===== src/rtl/button_conditioner_if.sv =====
// Button conditioner bus: raw pins and frame tick in, conditioned levels and strobes out.
interface button_conditioner_if #(
    parameter int N_BTN = 4
);
    logic [N_BTN-1:0] btn_raw;
    logic             game_tick;
    logic [N_BTN-1:0] btn_level;
    logic [N_BTN-1:0] btn_press;
    logic [N_BTN-1:0] btn_release;
    logic [N_BTN-1:0] btn_move;

    modport master (
        output btn_raw,
        output game_tick,
        input  btn_level,
        input  btn_press,
        input  btn_release,
        input  btn_move
    );

    modport slave (
        input  btn_raw,
        input  game_tick,
        output btn_level,
        output btn_press,
        output btn_release,
        output btn_move
    );
endinterface


===== src/rtl/button_conditioner.sv =====
// Per-button synchroniser, debouncer, edge detector and auto-repeat move generator.
// Buttons are fully independent; every output is a flop cleared by the async reset.
module button_conditioner #(
    parameter int N_BTN           = 4,
    parameter int DEBOUNCE_CYCLES = 1000000,
    parameter int REPEAT_DELAY    = 20,
    parameter int REPEAT_RATE     = 4
) (
    input  logic                clk,
    input  logic                rst_n,
    button_conditioner_if.slave bus
);

    localparam int CNT_W  = $clog2(DEBOUNCE_CYCLES);
    localparam int TC_MAX = (REPEAT_DELAY > REPEAT_RATE) ? REPEAT_DELAY : REPEAT_RATE;
    localparam int TC_W   = (TC_MAX > 1) ? $clog2(TC_MAX) : 1;

    localparam logic [CNT_W-1:0] CNT_LAST   = CNT_W'(DEBOUNCE_CYCLES - 1);
    localparam logic [TC_W-1:0]  DELAY_LAST = TC_W'(REPEAT_DELAY - 1);
    localparam logic [TC_W-1:0]  RATE_LAST  = TC_W'(REPEAT_RATE - 1);

    typedef enum logic [1:0] {
        IDLE   = 2'd0,
        DELAY  = 2'd1,
        REPEAT = 2'd2
    } rep_state_e;

    logic [N_BTN-1:0] level_vec;
    logic [N_BTN-1:0] press_vec;
    logic [N_BTN-1:0] release_vec;
    logic [N_BTN-1:0] move_vec;

    for (genvar i = 0; i < N_BTN; i++) begin : g_btn
        logic             s1_q;
        logic             s2_q;
        logic             stable_q;
        logic             stable_d;
        logic [CNT_W-1:0] cnt_q;
        logic [CNT_W-1:0] cnt_d;
        logic             press_q;
        logic             press_d;
        logic             release_q;
        logic             release_d;
        logic             move_q;
        logic             move_d;
        rep_state_e       state_q;
        rep_state_e       state_d;
        logic [TC_W-1:0]  tc_q;
        logic [TC_W-1:0]  tc_d;
        logic             rise;
        logic             fall;

        // A new level is accepted only after DEBOUNCE_CYCLES consecutive
        // disagreeing samples; any agreeing sample restarts the count.
        always_comb begin
            stable_d = stable_q;
            cnt_d    = cnt_q;
            if (s2_q == stable_q) begin
                cnt_d = '0;
            end else if (cnt_q == CNT_LAST) begin
                stable_d = s2_q;
                cnt_d    = '0;
            end else begin
                cnt_d = cnt_q + CNT_W'(1);
            end
        end

        assign rise      = stable_d & ~stable_q;
        assign fall      = ~stable_d & stable_q;
        assign press_d   = rise;
        assign release_d = fall;

        // Edges are taken from the debouncer's next state so press, move and
        // the new level all land on the same clock edge. Release beats a tick;
        // a press swallows a coincident tick.
        always_comb begin
            state_d = state_q;
            tc_d    = tc_q;
            move_d  = 1'b0;
            if (fall) begin
                state_d = IDLE;
                tc_d    = '0;
            end else if (rise) begin
                state_d = DELAY;
                tc_d    = '0;
                move_d  = 1'b1;
            end else if (bus.game_tick) begin
                case (state_q)
                    DELAY: begin
                        if (tc_q == DELAY_LAST) begin
                            state_d = REPEAT;
                            tc_d    = '0;
                            move_d  = 1'b1;
                        end else begin
                            tc_d = tc_q + TC_W'(1);
                        end
                    end
                    REPEAT: begin
                        if (tc_q == RATE_LAST) begin
                            tc_d   = '0;
                            move_d = 1'b1;
                        end else begin
                            tc_d = tc_q + TC_W'(1);
                        end
                    end
                    default: begin
                        tc_d = tc_q;
                    end
                endcase
            end
        end

        always_ff @(posedge clk or negedge rst_n) begin
            if (!rst_n) begin
                s1_q      <= 1'b0;
                s2_q      <= 1'b0;
                stable_q  <= 1'b0;
                cnt_q     <= '0;
                press_q   <= 1'b0;
                release_q <= 1'b0;
                move_q    <= 1'b0;
                state_q   <= IDLE;
                tc_q      <= '0;
            end else begin
                s1_q      <= bus.btn_raw[i];
                s2_q      <= s1_q;
                stable_q  <= stable_d;
                cnt_q     <= cnt_d;
                press_q   <= press_d;
                release_q <= release_d;
                move_q    <= move_d;
                state_q   <= state_d;
                tc_q      <= tc_d;
            end
        end

        assign level_vec[i]   = stable_q;
        assign press_vec[i]   = press_q;
        assign release_vec[i] = release_q;
        assign move_vec[i]    = move_q;
    end

    assign bus.btn_level   = level_vec;
    assign bus.btn_press   = press_vec;
    assign bus.btn_release = release_vec;
    assign bus.btn_move    = move_vec;

endmodule


===== src/flat_wrapper.sv =====
// flat-port wrapper written by rule: the top's interface ports become plain ports
module button_conditioner_flat 
#(
    parameter int N_BTN           = 4,
    parameter int DEBOUNCE_CYCLES = 1000000,
    parameter int REPEAT_DELAY    = 20,
    parameter int REPEAT_RATE     = 4
)
  (clk, rst_n, bus_btn_raw, bus_game_tick, bus_btn_level, bus_btn_press, bus_btn_release, bus_btn_move);
  button_conditioner_if #(.N_BTN(N_BTN)) bus_i ();
  input  logic clk;
  input  logic rst_n;
  input wire logic [$bits(bus_i.btn_raw)-1:0] bus_btn_raw;
  input wire logic [$bits(bus_i.game_tick)-1:0] bus_game_tick;
  output wire logic [$bits(bus_i.btn_level)-1:0] bus_btn_level;
  output wire logic [$bits(bus_i.btn_press)-1:0] bus_btn_press;
  output wire logic [$bits(bus_i.btn_release)-1:0] bus_btn_release;
  output wire logic [$bits(bus_i.btn_move)-1:0] bus_btn_move;
  assign bus_i.btn_raw = bus_btn_raw;
  assign bus_i.game_tick = bus_game_tick;
  assign bus_btn_level = bus_i.btn_level;
  assign bus_btn_press = bus_i.btn_press;
  assign bus_btn_release = bus_i.btn_release;
  assign bus_btn_move = bus_i.btn_move;
  button_conditioner #(.N_BTN(N_BTN), .DEBOUNCE_CYCLES(DEBOUNCE_CYCLES), .REPEAT_DELAY(REPEAT_DELAY), .REPEAT_RATE(REPEAT_RATE)) u_core (.clk(clk), .rst_n(rst_n), .bus(bus_i));
endmodule

===== config.mk =====
export PLATFORM = sky130hd
export DESIGN_NAME = button_conditioner_flat
export DESIGN_NICKNAME = d
export VERILOG_FILES = /design/src/rtl/button_conditioner_if.sv /design/src/rtl/button_conditioner.sv /design/src/flat_wrapper.sv
export SDC_FILE = /design/constraint.sdc
export NUM_CORES = 1
export LEC_CHECK = 0
export CAP_MARGIN = 20
export CORE_UTILIZATION = 29
export CTS_BUF_LIST = sky130_fd_sc_hd__clkbuf_8
export CTS_CLUSTER_DIAMETER = 30
export CTS_CLUSTER_SIZE = 16
export DETAILED_ROUTE_END_ITERATION = 10
export SLEW_MARGIN = 20
export SYNTH_ARGS = -nofsm -noshare
export SYNTH_HDL_FRONTEND = slang
export SYNTH_SLANG_ARGS = --single-unit

===== constraint.sdc =====
create_clock -name clk -period 3.62 [get_ports clk]
set_clock_uncertainty 0.2 [all_clocks]
set_input_delay 0.905 -clock clk [delete_from_list [all_inputs] [get_ports clk]]
set_output_delay 0.905 -clock clk [all_outputs]
set_load 0.01 [all_outputs]

==> results.json <==
{
  "cts_max_level": 4,
  "async_flop_share": 1.00,
  "final_antenna_net_count": 0,
  "avgSynthCellArea_sq_um": 10.1,
  "post_cts_buffers": 0,
  "syn_nets": 690,
  "post_synthesis_sequential_area_ratio": 0.496,
  "crit_path_end_kind": "flip-flop",
  "cp_num_buf_inv": 0,
  "avgRoutedWirePerCell_um": 12.4,
  "setup.worst_path.class": "reg -> reg",
  "design.die.area_sq_um": 23600,
  "ioPinCount": 23,
  "globalplace.congestion": 0.757,
  "worst_hold_path_type": "reg -> reg",
  "worst_path_cell_trace": "or4b_2 -> or4_1 -> nor2_2 -> mux2_2 -> ha_1 -> or3_1 -> nand2_1 -> nor2_1 -> a31o_2",
  "period_needed_ns": 3.45,
  "crit_fanout": 5,
  "path_clk_slew_ns": 0.07,
  "yosys_warnings": 0,
  "netlist-cell-type-count": 54,
  "max_clock_freq_mhz": 290,
  "flow.area_growth_from_synthesis_pct": 13.3,
  "setup_tns_ns": 0,
  "hold_violations": 0,
  "crit_required_ns": 3.74,
  "vias": 4599,
  "worst-endpoint-arrival_ns": 3.57,
  "drt_first_pass_iters": 4,
  "outcome": "complete, no violations",
  "antenna_found_initial": 1,
  "drc_violations": 0,
  "cp_top_family": "simple AND/OR/NAND/NOR gates",
  "cts_tree": "done",
  "grt_use_total": 0.110,
  "synth_enable_flop_cells": 0,
  "power.static_leakage_nw": 3.21,
  "period_share": 0.953,
  "placeableCoreArea_sq_um": 22600,
  "setup_violations": 0,
  "floorplan.die.height_um": 154,
  "globalRoute.totalOverflow": 0,
  "ys_dominant_reg_cell": "dfrtp_1",
  "power.ir.vdd_worst_mv": 0.226,
  "drt-total-wl_mm": 12.1,
  "hpwlAfterDp_mm": 8.11,
  "cpMaxStageDelayCell": "or4b_2",
  "floorplan.initialDensity": 0.295,
  "port-buffer-count": 22,
  "maxSlewHeadroom": 0.615,
  "syn-cell-area_sq_um": 6660,
  "global_route_wire_length_before_repair_mm": 21.2,
  "layout-drive-gt1-share": 0.102,
  "core.rowCount": 55,
  "pwr_density_cell_nw_per_um2": 384,
  "grt_setup_unrepaired": "no",
  "grt_start_max_net_pins": 58,
  "max_stage_delay_ns": 0.66,
  "timing_worst_slew_pin_value_ns": 0.573,
  "cts_sinks": 132,
  "detail_route.iter0.violations": 230,
  "placed_area_sq_um": 7120,
  "vias_per_cell": 4.73,
  "post_synth_inst_count": 658,
  "vias_in_the_first_global_route": 4473,
  "num-nets-final": 707,
  "cts_root_buf": "clkbuf_8",
  "tritoncts.num_buffers": 17,
  "clock_latency_on_the_worst_skew_pair_ns": 0.43,
  "postSynthRegisterBits": 132,
  "maximum_clock_insertion_buffer_count": 2,
  "finalNonFillerCells": 972,
  "final_cell_area_sq_um": 7550,
  "antennaDiodeCount": 0,
  "dpl_cells": 941,
  "floorplan.die.width_um": 154,
  "slew_viol_final": 0,
  "maxCapViolations": 0,
  "cp-start-kind": "flip-flop"
}
## cell type report
cell class | count | area (sq um)
fillers | 2286 | 15000
clock inverters | 10 | 131
repair buffers | 30 | 294
multi-input cells | 464 | 3060
inverters | 30 | 113
clock buffers | 21 | 289
flip-flops and latches | 132 | 3300
well taps | 285 | 357
## worst reg2reg max path, cell delays in order (launching register included)
cell     delay (ns)
dfrtp_1        0.41
or4b_2         0.66
or4_1          0.45
nor2_2         0.14
mux2_2         0.36
ha_1           0.24
or3_1          0.43
nand2_1        0.16
nor2_1         0.06
a31o_2         0.23
## sequential cells by signal (all words and copies together), names as in the netlist
register,cells
u_core.g_btn.tc_q,20
u_core.g_btn.release_q,4
u_core.g_btn.cnt_q,80
u_core.g_btn.press_q,4
u_core.g_btn.state_q,8
u_core.g_btn.s1_q,4
u_core.g_btn.s2_q,4
u_core.g_btn.move_q,4
u_core.g_btn.stable_q,4
## per-stage QoR
stage | utilization | hold WS (ns) | power (W) | worst slack (ns)
4_1_cts | 0.334 | 0.156 | 0.00296 | 0.173
5_1_grt | 0.334 | 0.160 | 0.00304 | 0.0264
3_3_place_gp | 0.316 | 0.135 | 0.00162 | 0.226
3_5_place_dp | 0.316 | 0.139 | 0.00162 | 0.190
6_report | 0.334 | 0.155 | 0.00290 | 0.169
2_1_floorplan | - | 0.131 | 0.00157 | 0.339
## cells in the final DEF, fill, tap and decap left out, drive strengths merged, types with 7 or more instances in the layout
cell | Yosys | routed
nand2 | 39 | 39
and4 | 11 | 11
nand3 | 32 | 32
a21oi | 29 | 29
xor2 | 40 | 40
inv | 30 | 32
or4 | 12 | 12
ha | 25 | 25
mux2i | 7 | 7
o21ai | 31 | 31
dfrtp | 132 | 132
mux2 | 10 | 10
and3 | 7 | 7
clkbuf | 9 | 21
or3 | 17 | 17
buf | 23 | 9
nor3 | 9 | 9
xnor2 | 21 | 21
o31ai | 11 | 11
and2 | 9 | 9
nand4 | 25 | 25
clkdlybuf4s50 | 0 | 21
nor2 | 79 | 79
## per-layer routing
metal | track usage | vias to the layer above | share of wire
met2 | 0.166 | 54 | 0.44
met4 | 0.0348 | 0 | 0.011
met1 | 0.152 | 2200 | 0.52
met3 | 0.0316 | 8 | 0.030
li1 | - | 2337 | -
met5 | 0 | - | 0
## logic make-up after synthesis
kind of cell | share of synthesized area
buffers and inverters | 0.0469
adder cells (fa/ha/maj) | 0.0469
XOR/XNOR | 0.0802
flip-flops | 0.496
AND/OR/NAND/NOR | 0.216
AO/OA/AOI/OAI | 0.0868
multiplexers | 0.0274
## power breakdown
group	internal (W)	total (W)	switching, W	leakage [nW]
clock	0.000746	0.00131	0.000565	0.216
combinational	0.0000257	0.0000880	0.0000623	1.19
sequential	0.00149	0.00150	0.0000142	1.81
## cells in the mapped netlist, types with 2 or more instances
cell type | count | area share
dfrtp_1 | 132 | 0.50
nor2_1 | 78 | 0.044
xor2_1 | 40 | 0.053
nand2_1 | 39 | 0.022
nand3_1 | 32 | 0.024
inv_1 | 30 | 0.017
a21oi_1 | 29 | 0.022
o21ai_0 | 28 | 0.021
ha_1 | 25 | 0.047
nand4_1 | 23 | 0.022
xnor2_1 | 21 | 0.028
buf_4 | 18 | 0.020
or3_1 | 17 | 0.016
o31ai_1 | 11 | 0.012
or4_1 | 10 | 0.011
and2_1 | 9 | 0.0085
and4_1 | 9 | 0.012
clkbuf_1 | 9 | 0.0051
mux2_2 | 9 | 0.015
nor3_1 | 9 | 0.0068
and3_1 | 7 | 0.0066
mux2i_1 | 7 | 0.011
nor4_1 | 6 | 0.0056
nand2b_1 | 5 | 0.0047
or2_2 | 5 | 0.0047
a22o_1 | 4 | 0.0053
a31o_2 | 4 | 0.0053
buf_2 | 4 | 0.0030
a21o_1 | 3 | 0.0034
a41oi_1 | 2 | 0.0026
and4_2 | 2 | 0.0030
nand4b_1 | 2 | 0.0026
nor3b_1 | 2 | 0.0023
nor4bb_1 | 2 | 0.0030
o21a_1 | 2 | 0.0023
o21ai_1 | 2 | 0.0015
o21bai_1 | 2 | 0.0023
or4_4 | 2 | 0.0034
or4b_2 | 2 | 0.0030
## final timing paths
path	end	start	cells past startpoint	slack [ns]
worst max register to register	u_core.g_btn[2].tc_q[0]	u_core.g_btn[2].cnt_q[8]	9	0.17
worst min-delay path	u_core.g_btn[0].s2_q	u_core.g_btn[0].s1_q	0	0.15
worst min register to register	u_core.g_btn[0].s2_q	u_core.g_btn[0].s1_q	0	0.15
max in group asynchronous	u_core.g_btn[1].stable_q	rst_n	2	2.29
worst max-delay path	u_core.g_btn[2].tc_q[0]	u_core.g_btn[2].cnt_q[8]	9	0.17
min in group asynchronous	u_core.g_btn[0].tc_q[2]	rst_n	1	0.22
## what timing repair did
action / 4_1_cts / 5_1_grt
endpoints found under the hold margin: 0 / 0
resized for setup: 0 / 1
endpoints found under the setup margin: 0 / 1
hold buffers: 0 / 0
Power figures use the tool's default switching activity.
